--- config.mk ---
export PLATFORM = sky130hd
export DESIGN_NAME = fwd_hazard_unit
export DESIGN_NICKNAME = d
export VERILOG_FILES = /design/src/rtl/fwd_pkg.sv /design/src/rtl/instr_class_dec.sv /design/src/rtl/fwd_hazard_unit.sv
export SDC_FILE = /design/constraint.sdc
export NUM_CORES = 1
export LEC_CHECK = 0
export ABC_AREA = 1
export CORE_MARGIN = 3
export CORE_UTILIZATION = 45
export CTS_CLUSTER_SIZE = 12
export DETAILED_ROUTE_END_ITERATION = 10
export PLACE_DENSITY = 0.75
export SLEW_MARGIN = 20
export SYNTH_ARGS = -nofsm -noshare
export SYNTH_HDL_FRONTEND = slang
export SYNTH_SLANG_ARGS = --single-unit
--- constraint.sdc ---
create_clock -name clk -period 3.2 [get_ports clk]
set_input_delay 0.48 -clock clk [delete_from_list [all_inputs] [get_ports clk]]
set_output_delay 0.48 -clock clk [all_outputs]
set_load 0.05 [all_outputs]
--- src/rtl/fwd_pkg.sv ---
// Shared opcode encodings and the history-slot record used by the
// decode-stage forwarding / load-use hazard unit.
package fwd_pkg;

    localparam logic [1:0] OP_ALU  = 2'b11;
    localparam logic [1:0] OP_LD   = 2'b00;
    localparam logic [1:0] OP_ST   = 2'b01;
    localparam logic [4:0] OP_LI   = 5'b10000;
    localparam logic [4:0] OP_ADDI = 5'b10001;

    localparam logic [3:0] ALU_CMP = 4'b0101;
    localparam logic [3:0] ALU_OUT = 4'b0111;

    // Register fields are fixed 3-bit slices of the instruction word.
    localparam int REG_W = 3;

    typedef struct packed {
        logic             wr;
        logic [REG_W-1:0] dest;
        logic             is_load;
    } hist_slot_t;

endpackage

--- src/rtl/instr_class_dec.sv ---
// Combinational classifier: which registers an instruction reads and writes,
// and whether its result arrives late (load).
module instr_class_dec
    import fwd_pkg::*;
(
    input  logic [15:0]      instr,
    output logic             wr,
    output logic [REG_W-1:0] dest,
    output logic             is_load,
    output logic             uses_a,
    output logic [REG_W-1:0] src_a,
    output logic             uses_b,
    output logic [REG_W-1:0] src_b
);

    logic       is_alu, is_ld, is_st, is_li, is_addi;
    logic [3:0] op3;

    always_comb begin
        is_alu  = (instr[15:14] == OP_ALU);
        is_ld   = (instr[15:14] == OP_LD);
        is_st   = (instr[15:14] == OP_ST);
        is_li   = (instr[15:11] == OP_LI);
        is_addi = (instr[15:11] == OP_ADDI);
        op3     = instr[7:4];

        // ALU results exist for op3 up to 1100, except compare and output.
        wr = (is_alu && op3 <= 4'b1100 && op3 != ALU_CMP && op3 != ALU_OUT)
             || is_li || is_addi || is_ld;
        dest    = is_ld ? instr[13:11] : instr[10:8];
        is_load = is_ld;

        src_a  = instr[13:11];
        uses_a = (is_alu && (op3 <= 4'b0110 || op3 == 4'b1101)) || is_st;

        src_b  = instr[10:8];
        uses_b = (is_alu && (op3 <= 4'b0101 || (op3 >= 4'b1000 && op3 <= 4'b1011)))
                 || is_ld || is_st || is_addi;
    end

endmodule

--- src/rtl/fwd_hazard_unit.sv ---
// Decode-stage forwarding selector and load-use stall generator with its own
// history of the last FWD_DEPTH issued instructions.
module fwd_hazard_unit
    import fwd_pkg::*;
#(
    parameter int FWD_DEPTH = 2,
    parameter int IW        = 16,
    parameter int RAW       = 3,
    parameter int CNT_W     = 16
) (
    input  logic                 clk,
    input  logic                 rst,
    input  logic                 instr_valid,
    input  logic [IW-1:0]        instr,
    input  logic                 hold,
    input  logic                 flush,
    output logic [FWD_DEPTH-1:0] fwd_a,
    output logic [FWD_DEPTH-1:0] fwd_b,
    output logic                 stall,
    output logic                 issue_valid,
    output logic [CNT_W-1:0]     stall_cnt
);

    logic           dec_wr, dec_is_load, uses_a, uses_b;
    logic [RAW-1:0] dec_dest, src_a, src_b;

    instr_class_dec u_dec (
        .instr   (instr[15:0]),
        .wr      (dec_wr),
        .dest    (dec_dest),
        .is_load (dec_is_load),
        .uses_a  (uses_a),
        .src_a   (src_a),
        .uses_b  (uses_b),
        .src_b   (src_b)
    );

    hist_slot_t hist [FWD_DEPTH];
    hist_slot_t new_slot;

    logic [FWD_DEPTH-1:0] match_a, match_b, cand_a, cand_b;
    logic                 found_a, found_b;

    always_comb begin
        for (int k = 0; k < FWD_DEPTH; k++) begin
            match_a[k] = hist[k].wr && (hist[k].dest == src_a) && uses_a && instr_valid;
            match_b[k] = hist[k].wr && (hist[k].dest == src_b) && uses_b && instr_valid;
        end

        stall       = instr_valid && hist[0].is_load && (match_a[0] || match_b[0]);
        issue_valid = instr_valid && !stall && !hold;

        // A load's data is not ready at distance 1; fall back to older producers.
        cand_a = match_a;
        cand_b = match_b;
        if (stall) begin
            cand_a[0] = 1'b0;
            cand_b[0] = 1'b0;
        end

        // Nearest producer wins.
        fwd_a   = '0;
        fwd_b   = '0;
        found_a = 1'b0;
        found_b = 1'b0;
        for (int k = 0; k < FWD_DEPTH; k++) begin
            if (cand_a[k] && !found_a) begin
                fwd_a[k] = 1'b1;
                found_a  = 1'b1;
            end
            if (cand_b[k] && !found_b) begin
                fwd_b[k] = 1'b1;
                found_b  = 1'b1;
            end
        end

        new_slot = '0;
        if (issue_valid) begin
            new_slot.wr      = dec_wr;
            new_slot.dest    = dec_dest;
            new_slot.is_load = dec_is_load;
        end
    end

    always_ff @(posedge clk) begin
        if (rst) begin
            for (int k = 0; k < FWD_DEPTH; k++) hist[k] <= '0;
        end else if (flush) begin
            for (int k = 0; k < FWD_DEPTH; k++) hist[k] <= '0;
        end else if (!hold) begin
            // Issue, stall and idle all shift; only issue inserts a real entry.
            for (int k = FWD_DEPTH - 1; k > 0; k--) hist[k] <= hist[k-1];
            hist[0] <= new_slot;
        end
    end

    always_ff @(posedge clk) begin
        if (rst) begin
            stall_cnt <= '0;
        end else if (stall && !hold && !flush && !(&stall_cnt)) begin
            stall_cnt <= stall_cnt + CNT_W'(1);
        end
    end

endmodule

==> qor.yml <==
global_routing:
  grt_pass1_wl_um: 6330
  grt_usage_pct: 18.3
  grt_antenna_before_repair: 0
  gr-total-overflow: 0
  grt_pass1_vias: 1453
  grt_max_degree: 17
clock_tree:
  root_buffer: "clkbuf_4"
  cts_sinks: 25
  cts.path.max_buffers: 2
  post_cts_buffers: 0
  cts.repair.resized: 0
  cts_max_level: 1
  cts_tree: "built"
  clk_latency_ns: 0.32
  ctsHoldBuffers: 0
  path_clk_slew_ns: 0.14
  cts_buffers: 3
sta:
  hold_violations: 0
  period_minus_slack_ns: 2.51
  setup_tns_ns: 0
  setup_viol: 0
  maxSlewHeadroom_pct: 66.7
  min_period_over_period_pct: 78.3
  slew_violations: 0
  skew_ns: 0.00519
  tightest_slew_ns: 0.498
  rsz0062_at_grt: "false"
  max_freq_mhz: 399
  worst_slack_ns: 0.694
die:
  core_area_um2: 3420
  dieArea_um2: 4360
  die_h_um: 66.1
  die_w_um: 66.1
  start_util_pct: 47.5
  ios: 43
  row_count: 21
synthesis:
  postSynthCellCount: 251
  synthFlopType: "dfxtp_1"
  synth_cell_types: 27
  synthArstFlopShare_pct: 0
  avgSynthCellArea_um2: 6.47
  synth_warnings: 0
  ys_seq_area_share_pct: 36.4
  synth_edf_count: 9
  netlist_area_um2: 1620
  yosys_register_bits: 25
  synthesis.nets: 273
worst_setup_path:
  rr_worst_depth: 13
  end_kind: "output pin"
  worstPathMaxFanout: 6
  cp-start-kind: "primary input"
  cp.required_ns: 2.72
  worstSetupPathType: "primary input to output pin"
  arrival_ns: 2.03
detailed_routing:
  ant_nets: 0
  drt_iter0_drc: 107
  wl_per_cell_um: 10.7
  vias_per_cell: 4.80
  drc: 0
  dr_total_vias: 1618
  drt_wl_total_um: 3600
  drt-pass1-iter-count: 4
worst_hold_path:
  worstHoldPathType: "flip-flop to flip-flop"
  worst_hold_path.num_cells: 2
cells_and_area:
  multi_input_area_um2: 866
  antenna_cells: 0
  fin_cells: 337
  fin_nets: 314
  nFillCells: 328
  final_common_cell: "nand2_1"
  final_cell_mix: "nand2_1 (60), nor2_1 (59), inv_1 (33)"
  area_growth_pct: 26.8
  seq_area_um2: 591
  layout-drive-gt1-share_pct: 8.93
power:
  ir_drop_v: 0.000157
  p_per_area_nw_per_um2: 276
  p_leak_nw: 0.906
place:
  place_inst: 333
  gp_congestion: 0.825
  port_buffers: 38
  pre_cts_slack_ns: 0.702
  hpwl_um: 2780
job:
  cap_violations: 0
run_status:
  status: "completed"
## synth_stat cells, drive strengths merged (2+ instances only)
cell type   n  area share (%)
a21oi      11             3.4
buf         2             1.0
clkinv      2            0.46
dfxtp      16              20
edfxtp      9              17
inv        38             8.8
nand2      66              17
nand3      15             4.6
nand4      10             4.2
nor2       63              16
nor3        2            0.62
o211ai      2            0.92
o21ai       7             2.2
xnor2       3             1.6
## flip-flops by register name, summed over array words and instances, names as in the netlist
signal,flops
hist,9
stall_cnt,16
## per-layer routing
metal,share of wire [%],vias up,GRT usage (%)
li1,-,888,-
met1,53,685,28.3
met2,41,43,26.9
met3,4.9,2,2.21
met4,0.42,0,4.31
met5,0,-,0
## worst max-delay path: stages
cell and delay [ns]:
clkdlybuf4s50_1 0.57, nor2_1 0.09, nand2_1 0.07, nand3_1 0.10, nand2_2 0.14, nand2_4 0.10, nand2_4 0.11, nand2_1 0.06
nor2_1 0.09, buf_4 0.20
## metrics by stage
stage	power, mW	instance area (µm²)	util [%]	hold slack [ns]
after global placement	0.431	2030	59.4	0.489
after floorplan	0.394	1620	-	0.545
after detailed placement	0.431	2030	59.4	0.490
after CTS	0.574	2060	60.2	0.511
after global routing	0.597	2060	60.2	0.548
final	0.568	2060	60.2	0.504
## logic make-up after synthesis
| family | count (synthesis) | share of synthesized area [%] |
|---|---|---|
| flops | 25 | 36.4 |
| compound gates | 23 | 7.94 |
| simple gates | 157 | 43.0 |
| buf+inv | 42 | 10.3 |
| xor+xnor | 3 | 1.62 |
| fa+ha+maj | 1 | 0.771 |
## path summary, 6_finish.rpt
kind | from | endpoint | slack [ns]
setup / recovery | instr[13] | issue_valid | 0.69
hold reg to reg | stall_cnt[0] | stall_cnt[0] | 0.50
setup reg to reg | hist[0][2] | stall_cnt[12] | 1.44
hold / removal | stall_cnt[0] | stall_cnt[0] | 0.50
## report_power, final
| group | leakage (nW) | internal (mW) | switching [mW] |
|---|---|---|---|
| registers | 0.231 | 0.336 | 0.00413 |
| logic | 0.658 | 0.0356 | 0.0491 |
| clock network | 0.0177 | 0.0468 | 0.0970 |
| total | 0.906 | 0.418 | 0.150 |
## layout make-up
type                       count  share of cell area [%]
multi-input combinational    184                    42.1
sequential                    25                    28.7
timing repair buffer          38                    17.8
inverter                      40                    7.30
tap                           46                    2.80
clock buffer                   3                    1.09
clock inverter                 1                   0.243
(Power assumes the default switching activity.)
